$ cat src/rtl/ghffe_input_pkg.sv
// rtl/ghffe_input_pkg.sv - shared clock/debounce constants for the input conditioner
package ghffe_input_pkg;

    localparam int unsigned CLK_HZ            = 100_000_000;
    localparam int unsigned DEBOUNCE_MS       = 10;
    localparam int unsigned DB_CYCLES_DEFAULT = (CLK_HZ / 1000) * DEBOUNCE_MS;

    // The counter must be able to hold DB_CYCLES itself without wrapping
    function automatic int unsigned cnt_width(input int unsigned db_cycles);
        int unsigned w;
        w = $clog2(db_cycles + 1);
        return (w < 1) ? 1 : w;
    endfunction

endpackage

$ cat src/rtl/debounce_ch.sv
// rtl/debounce_ch.sv - one channel: synchroniser, stability counter, clean level, edge pulses
module debounce_ch
    import ghffe_input_pkg::*;
#(
    parameter int unsigned DB_CYCLES   = DB_CYCLES_DEFAULT,
    parameter int unsigned SYNC_STAGES = 2
) (
    input  logic clk,
    input  logic reset_n,
    input  logic noisy_i,
    output logic clean_o,
    output logic rise_o,
    output logic fall_o
);

    localparam int unsigned CNT_W = cnt_width(DB_CYCLES);
    localparam logic [CNT_W-1:0] CNT_LAST = CNT_W'(DB_CYCLES - 1);

    logic [SYNC_STAGES-1:0] sync_q, sync_d;
    logic [CNT_W-1:0]       cnt_q, cnt_d;
    logic                   clean_q, clean_d;
    logic                   rise_q, rise_d;
    logic                   fall_q, fall_d;
    logic                   sync;

    assign sync = sync_q[SYNC_STAGES-1];

    always_comb begin
        sync_d  = {sync_q[SYNC_STAGES-2:0], noisy_i};
        cnt_d   = cnt_q;
        clean_d = clean_q;
        rise_d  = 1'b0;
        fall_d  = 1'b0;
        if (sync == clean_q) begin
            cnt_d = '0;
        end else if (cnt_q == CNT_LAST) begin
            // DB_CYCLES consecutive differing cycles: accept the new level
            clean_d = sync;
            cnt_d   = '0;
            rise_d  = sync;
            fall_d  = ~sync;
        end else begin
            cnt_d = cnt_q + CNT_W'(1);
        end
    end

    always_ff @(posedge clk or negedge reset_n) begin
        if (!reset_n) begin
            sync_q  <= '0;
            cnt_q   <= '0;
            clean_q <= 1'b0;
            rise_q  <= 1'b0;
            fall_q  <= 1'b0;
        end else begin
            sync_q  <= sync_d;
            cnt_q   <= cnt_d;
            clean_q <= clean_d;
            rise_q  <= rise_d;
            fall_q  <= fall_d;
        end
    end

    assign clean_o = clean_q;
    assign rise_o  = rise_q;
    assign fall_o  = fall_q;

endmodule

$ cat src/rtl/input_conditioner.sv
// rtl/input_conditioner.sv - N_CH debounced inputs with edge pulses and optional toggle latches
module input_conditioner
    import ghffe_input_pkg::*;
#(
    parameter int unsigned     N_CH        = 8,
    parameter int unsigned     DB_CYCLES   = DB_CYCLES_DEFAULT,
    parameter int unsigned     SYNC_STAGES = 2,
    parameter logic [N_CH-1:0] TOGGLE_MASK = '0
) (
    input  logic            clk,
    input  logic            reset_n,
    input  logic [N_CH-1:0] noisy,
    input  logic [N_CH-1:0] clear_toggle,
    output logic [N_CH-1:0] clean,
    output logic [N_CH-1:0] rise,
    output logic [N_CH-1:0] fall,
    output logic [N_CH-1:0] state,
    output logic            any_change
);

    logic [N_CH-1:0] toggle_q, toggle_d;

    for (genvar i = 0; i < N_CH; i++) begin : g_ch
        debounce_ch #(
            .DB_CYCLES  (DB_CYCLES),
            .SYNC_STAGES(SYNC_STAGES)
        ) u_debounce_ch (
            .clk    (clk),
            .reset_n(reset_n),
            .noisy_i(noisy[i]),
            .clean_o(clean[i]),
            .rise_o (rise[i]),
            .fall_o (fall[i])
        );
    end

    // Clear takes priority over a coincident rise; non-toggle bits stay parked at 0
    always_comb begin
        toggle_d = toggle_q;
        for (int i = 0; i < N_CH; i++) begin
            if (!TOGGLE_MASK[i]) begin
                toggle_d[i] = 1'b0;
            end else if (clear_toggle[i]) begin
                toggle_d[i] = 1'b0;
            end else if (rise[i]) begin
                toggle_d[i] = ~toggle_q[i];
            end
        end
    end

    always_ff @(posedge clk or negedge reset_n) begin
        if (!reset_n) begin
            toggle_q <= '0;
        end else begin
            toggle_q <= toggle_d;
        end
    end

    assign state      = (TOGGLE_MASK & toggle_q) | (~TOGGLE_MASK & clean);
    assign any_change = |(rise | fall);

endmodule

$ cat config.mk
export PLATFORM = sky130hd
export DESIGN_NAME = input_conditioner
export DESIGN_NICKNAME = d
export VERILOG_FILES = /design/src/rtl/ghffe_input_pkg.sv /design/src/rtl/debounce_ch.sv /design/src/rtl/input_conditioner.sv
export SDC_FILE = /design/constraint.sdc
export NUM_CORES = 1
export LEC_CHECK = 0
export CAP_MARGIN = 20
export CORE_MARGIN = 2
export CORE_UTILIZATION = 50
export CTS_CLUSTER_DIAMETER = 60
export DETAILED_ROUTE_END_ITERATION = 7
export GPL_TIMING_DRIVEN = 0
export PLACE_DENSITY = 0.79
export SETUP_SLACK_MARGIN = 0.2
export SLEW_MARGIN = 30
export SYNTH_ARGS = -nofsm -noshare
export SYNTH_HDL_FRONTEND = slang
export SYNTH_SLANG_ARGS = --single-unit
$ cat constraint.sdc
create_clock -name clk -period 6.36 [get_ports clk]
set_input_delay 1.59 -clock clk [delete_from_list [all_inputs] [get_ports clk]]
set_output_delay 1.59 -clock clk [all_outputs]
set_load 0.01 [all_outputs]
==> flow_metrics.tcl <==
set metrics [dict create \
    worstRegToRegCells 7 \
    io_pins 51 \
    asyncSetResetFlopFracSynth 1.00 \
    worst_setup_path_start_kind "register" \
    antenna_cells_inserted 0 \
    ys_top_cells_by_count "sky130_fd_sc_hd__dfrtp_1, sky130_fd_sc_hd__nor2_1, sky130_fd_sc_hd__xnor2_1, sky130_fd_sc_hd__nand3_1, sky130_fd_sc_hd__xor2_1" \
    yosys_register_bits 200 \
    synth_area_per_cell_um2 10.2 \
    irDropWorstVdd_mv 0.217 \
    die_area_um2 20400 \
    floorplan.die.height_um 143 \
    clk_transition_reported_paths_ps 60 \
    grt_pass1_wl_mm 31.7 \
    layout.nets 1037 \
    grt_start_max_net_pins 82 \
    synth_warnings 0 \
    floorplan.rows 50 \
    switchingPower_w 0.000507 \
    critical_path_arrival_ps 2070 \
    timing.max_cap.violations 0 \
    timing_max_transition_violations_final 0 \
    final.period_utilization 0.575 \
    area_used_by_multi_input_combinational_logic_um2 4260 \
    setup_viol_count_final 0 \
    grt_pass1_vias 6822 \
    clock_latency_ps 430 \
    seq_power_share 0.541 \
    slew_headroom 0.494 \
    num_vias 7063 \
    tritoncts "done" \
    postRouteWirelength_mm 18.2 \
    final_layout_size_suffix_gt1_frac 0.0904 \
    timing.final.crit_period_ps 3660 \
    worst_clock_skew_ps 8.63 \
    drc 0 \
    dp_hpwl_mm 12.5 \
    initialDrtViolationCount 420 \
    total_clock_sinks 200 \
    clock_tree.htree_level_count 4 \
    setup_repair_after_global_routing_missed_its_margin "no" \
    antenna_violations_before_repair 0 \
    timing_worst_slew_pin_value_ps 754 \
    place_area_um2 10500 \
    post-cts-setup-buffer-count 0 \
    status "finished clean" \
    fin_cells 1278 \
    criticalPathCategory "reg2out" \
    hold-path-cell-count 0 \
    setup_slack_ps 2700 \
    most_instantiated_library_cell_after_synthesis "sky130_fd_sc_hd__dfrtp_1" \
    nFillCells 1588 \
    cp_data_required_time_ps 4770 \
    cts-hold-fix-buffers 0 \
    yosys-top-cells-area "sky130_fd_sc_hd__dfrtp_1, sky130_fd_sc_hd__xnor2_1, sky130_fd_sc_hd__nor2_1" \
    ff_latch_area_um2 5000 \
    clock.fmax_ghz 0.273 \
    synth_cell_type_count 47 \
    postLayoutCellArea_um2 11000 \
    routed_wire_length_per_instance_um 14.3 \
    power_per_cell_area_nw_per_um2 220 \
    synth_enable_flop_cells 0 \
    mappedNetlistNets 974 \
    grt-ovfl-total 0 \
    grt_util_all_layers 0.192 \
    power_report.internal_total_w 0.00191 \
    yosysSeqAreaShare 0.519 \
    portBuffers 42 \
    synth_ff_type "sky130_fd_sc_hd__dfrtp_1" \
    min-delay-path-class "reg2reg" \
    antenna_violating_nets_post_route 0 \
    drtPass1Iterations 5 \
    start_util 0.512 \
    cts-buffers-inserted 17 \
    cts.repair.resized 0 \
    final_report_hold_violation_count 0 \
    clock_power_share 0.426 \
    synthCells 948 \
    dp_slack_ps 2890 \
    number_of_buffers_on_the_longest_clock_path 2 \
    cellLeakagePower_nw 4.43 \
    viasPerCell 5.53 \
    sw_frac_of_total 0.210 \
    syn2layout_area_growth_pct 14.1 \
    synth.top_cell.area_share 0.519 \
    critPathCaptureType "output port" \
    coreArea_um2 18800 \
    post_synth_instance_area_um2 9650 \
    combPwrFrac 0.033 \
    cts_root_buffer "sky130_fd_sc_hd__clkbuf_16" \
    gpl_wtd_cong 0.833 \
    dp_cell_count 1252 \
    fp.dieW_um 143 \
    crit_path_max_fanout 2 \
    synth_top_cell_by_area "sky130_fd_sc_hd__dfrtp_1" \
]
## registers in the layout, indices dropped and copies added, names as in the netlist
name,count
g_ch.u_debounce_ch.rise_o,8
g_ch.u_debounce_ch.fall_o,8
g_ch.u_debounce_ch.sync_q,16
g_ch.u_debounce_ch.clean_o,8
g_ch.u_debounce_ch.cnt_q,160
## layer usage
layer,share of wire,wire (µm),track usage
met1,0.49,8870,0.267
met2,0.46,8460,0.298
met3,0.035,639,0.0439
met4,0.015,265,0.0636
met5,0,0,0
## power by group through the flow
stage,registers [W],logic [W],clock network (W)
2_1_floorplan,0.00133,0.0000357,0
3_3_place_gp,0.00133,0.0000764,0
3_5_place_dp,0.00133,0.0000824,0
4_1_cts,0.00131,0.0000834,0.00105
5_1_grt,0.00131,0.0000937,0.00111
6_report,0.00131,0.0000810,0.00103
## cell families after synthesis
group	count (synthesis)	share of synthesized area
xor gates and xnor gates	108	0.0980
DFF	200	0.519
and+or+nand+nor	459	0.261
AOI/OAI and AO/OA	89	0.0556
muxes	14	0.0159
adders and majority gates	8	0.0104
buffers and inverters	70	0.0408
## through the flow
stage	hold WS [ps]	TNS [ps]	util	total power (W)
after floorplan	331	0	-	0.00136
after global placement	332	-899070	0.552	0.00141
after detailed placement	335	0	0.555	0.00141
after CTS	349	0	0.584	0.00245
after global routing	356	0	0.585	0.00252
final	348	0	0.585	0.00242
## final cells by class
class,instances,share of cell area
clock buffers,21,0.0427
multi-input cells,678,0.387
well taps,260,0.0295
flip-flops and latches,200,0.454
plain buffers,49,0.0286
inverters,21,0.00716
repair buffers,44,0.0436
clock inverters,5,0.00682
## worst paths after layout
kind                                                      start                         endpoint  slack (ps)
worst min-delay path            g_ch[3].u_debounce_ch.sync_q[0]  g_ch[3].u_debounce_ch.sync_q[1]         350
worst min register to register  g_ch[3].u_debounce_ch.sync_q[0]  g_ch[3].u_debounce_ch.sync_q[1]         350
min in group asynchronous                               reset_n   g_ch[5].u_debounce_ch.cnt_q[4]        1070
worst max-delay path               g_ch[1].u_debounce_ch.rise_o                       any_change        2700
worst max register to register   g_ch[7].u_debounce_ch.cnt_q[0]   g_ch[7].u_debounce_ch.cnt_q[6]        3830
max in group asynchronous                               reset_n   g_ch[2].u_debounce_ch.cnt_q[1]        4540
## critical path, stage by stage, from the launching register on
cell and delay [ps]:
sky130_fd_sc_hd__dfrtp_1 400, sky130_fd_sc_hd__nor4_2 540, sky130_fd_sc_hd__nand4_1 180, sky130_fd_sc_hd__clkdlybuf4s50_1 510
## cells in the final DEF (no fill, tap or decap), types with 23 or more instances in the layout
master                            synthesis  routed
sky130_fd_sc_hd__dfrtp_1                200     200
sky130_fd_sc_hd__or3_1                   27      27
sky130_fd_sc_hd__xnor2_1                 57      57
sky130_fd_sc_hd__a21oi_1                 38      38
sky130_fd_sc_hd__o21ai_0                 26      26
sky130_fd_sc_hd__nor2_1                 119     119
sky130_fd_sc_hd__nand2_1                 50      50
sky130_fd_sc_hd__buf_4                   35      35
sky130_fd_sc_hd__clkdlybuf4s50_1          0      41
sky130_fd_sc_hd__nand4_1                 44      44
sky130_fd_sc_hd__nand3_1                 54      54
sky130_fd_sc_hd__xor2_1                  51      51
sky130_fd_sc_hd__nor4_1                  30      29
sky130_fd_sc_hd__nor3_1                  23      23
Power figures use the tool's default switching activity.
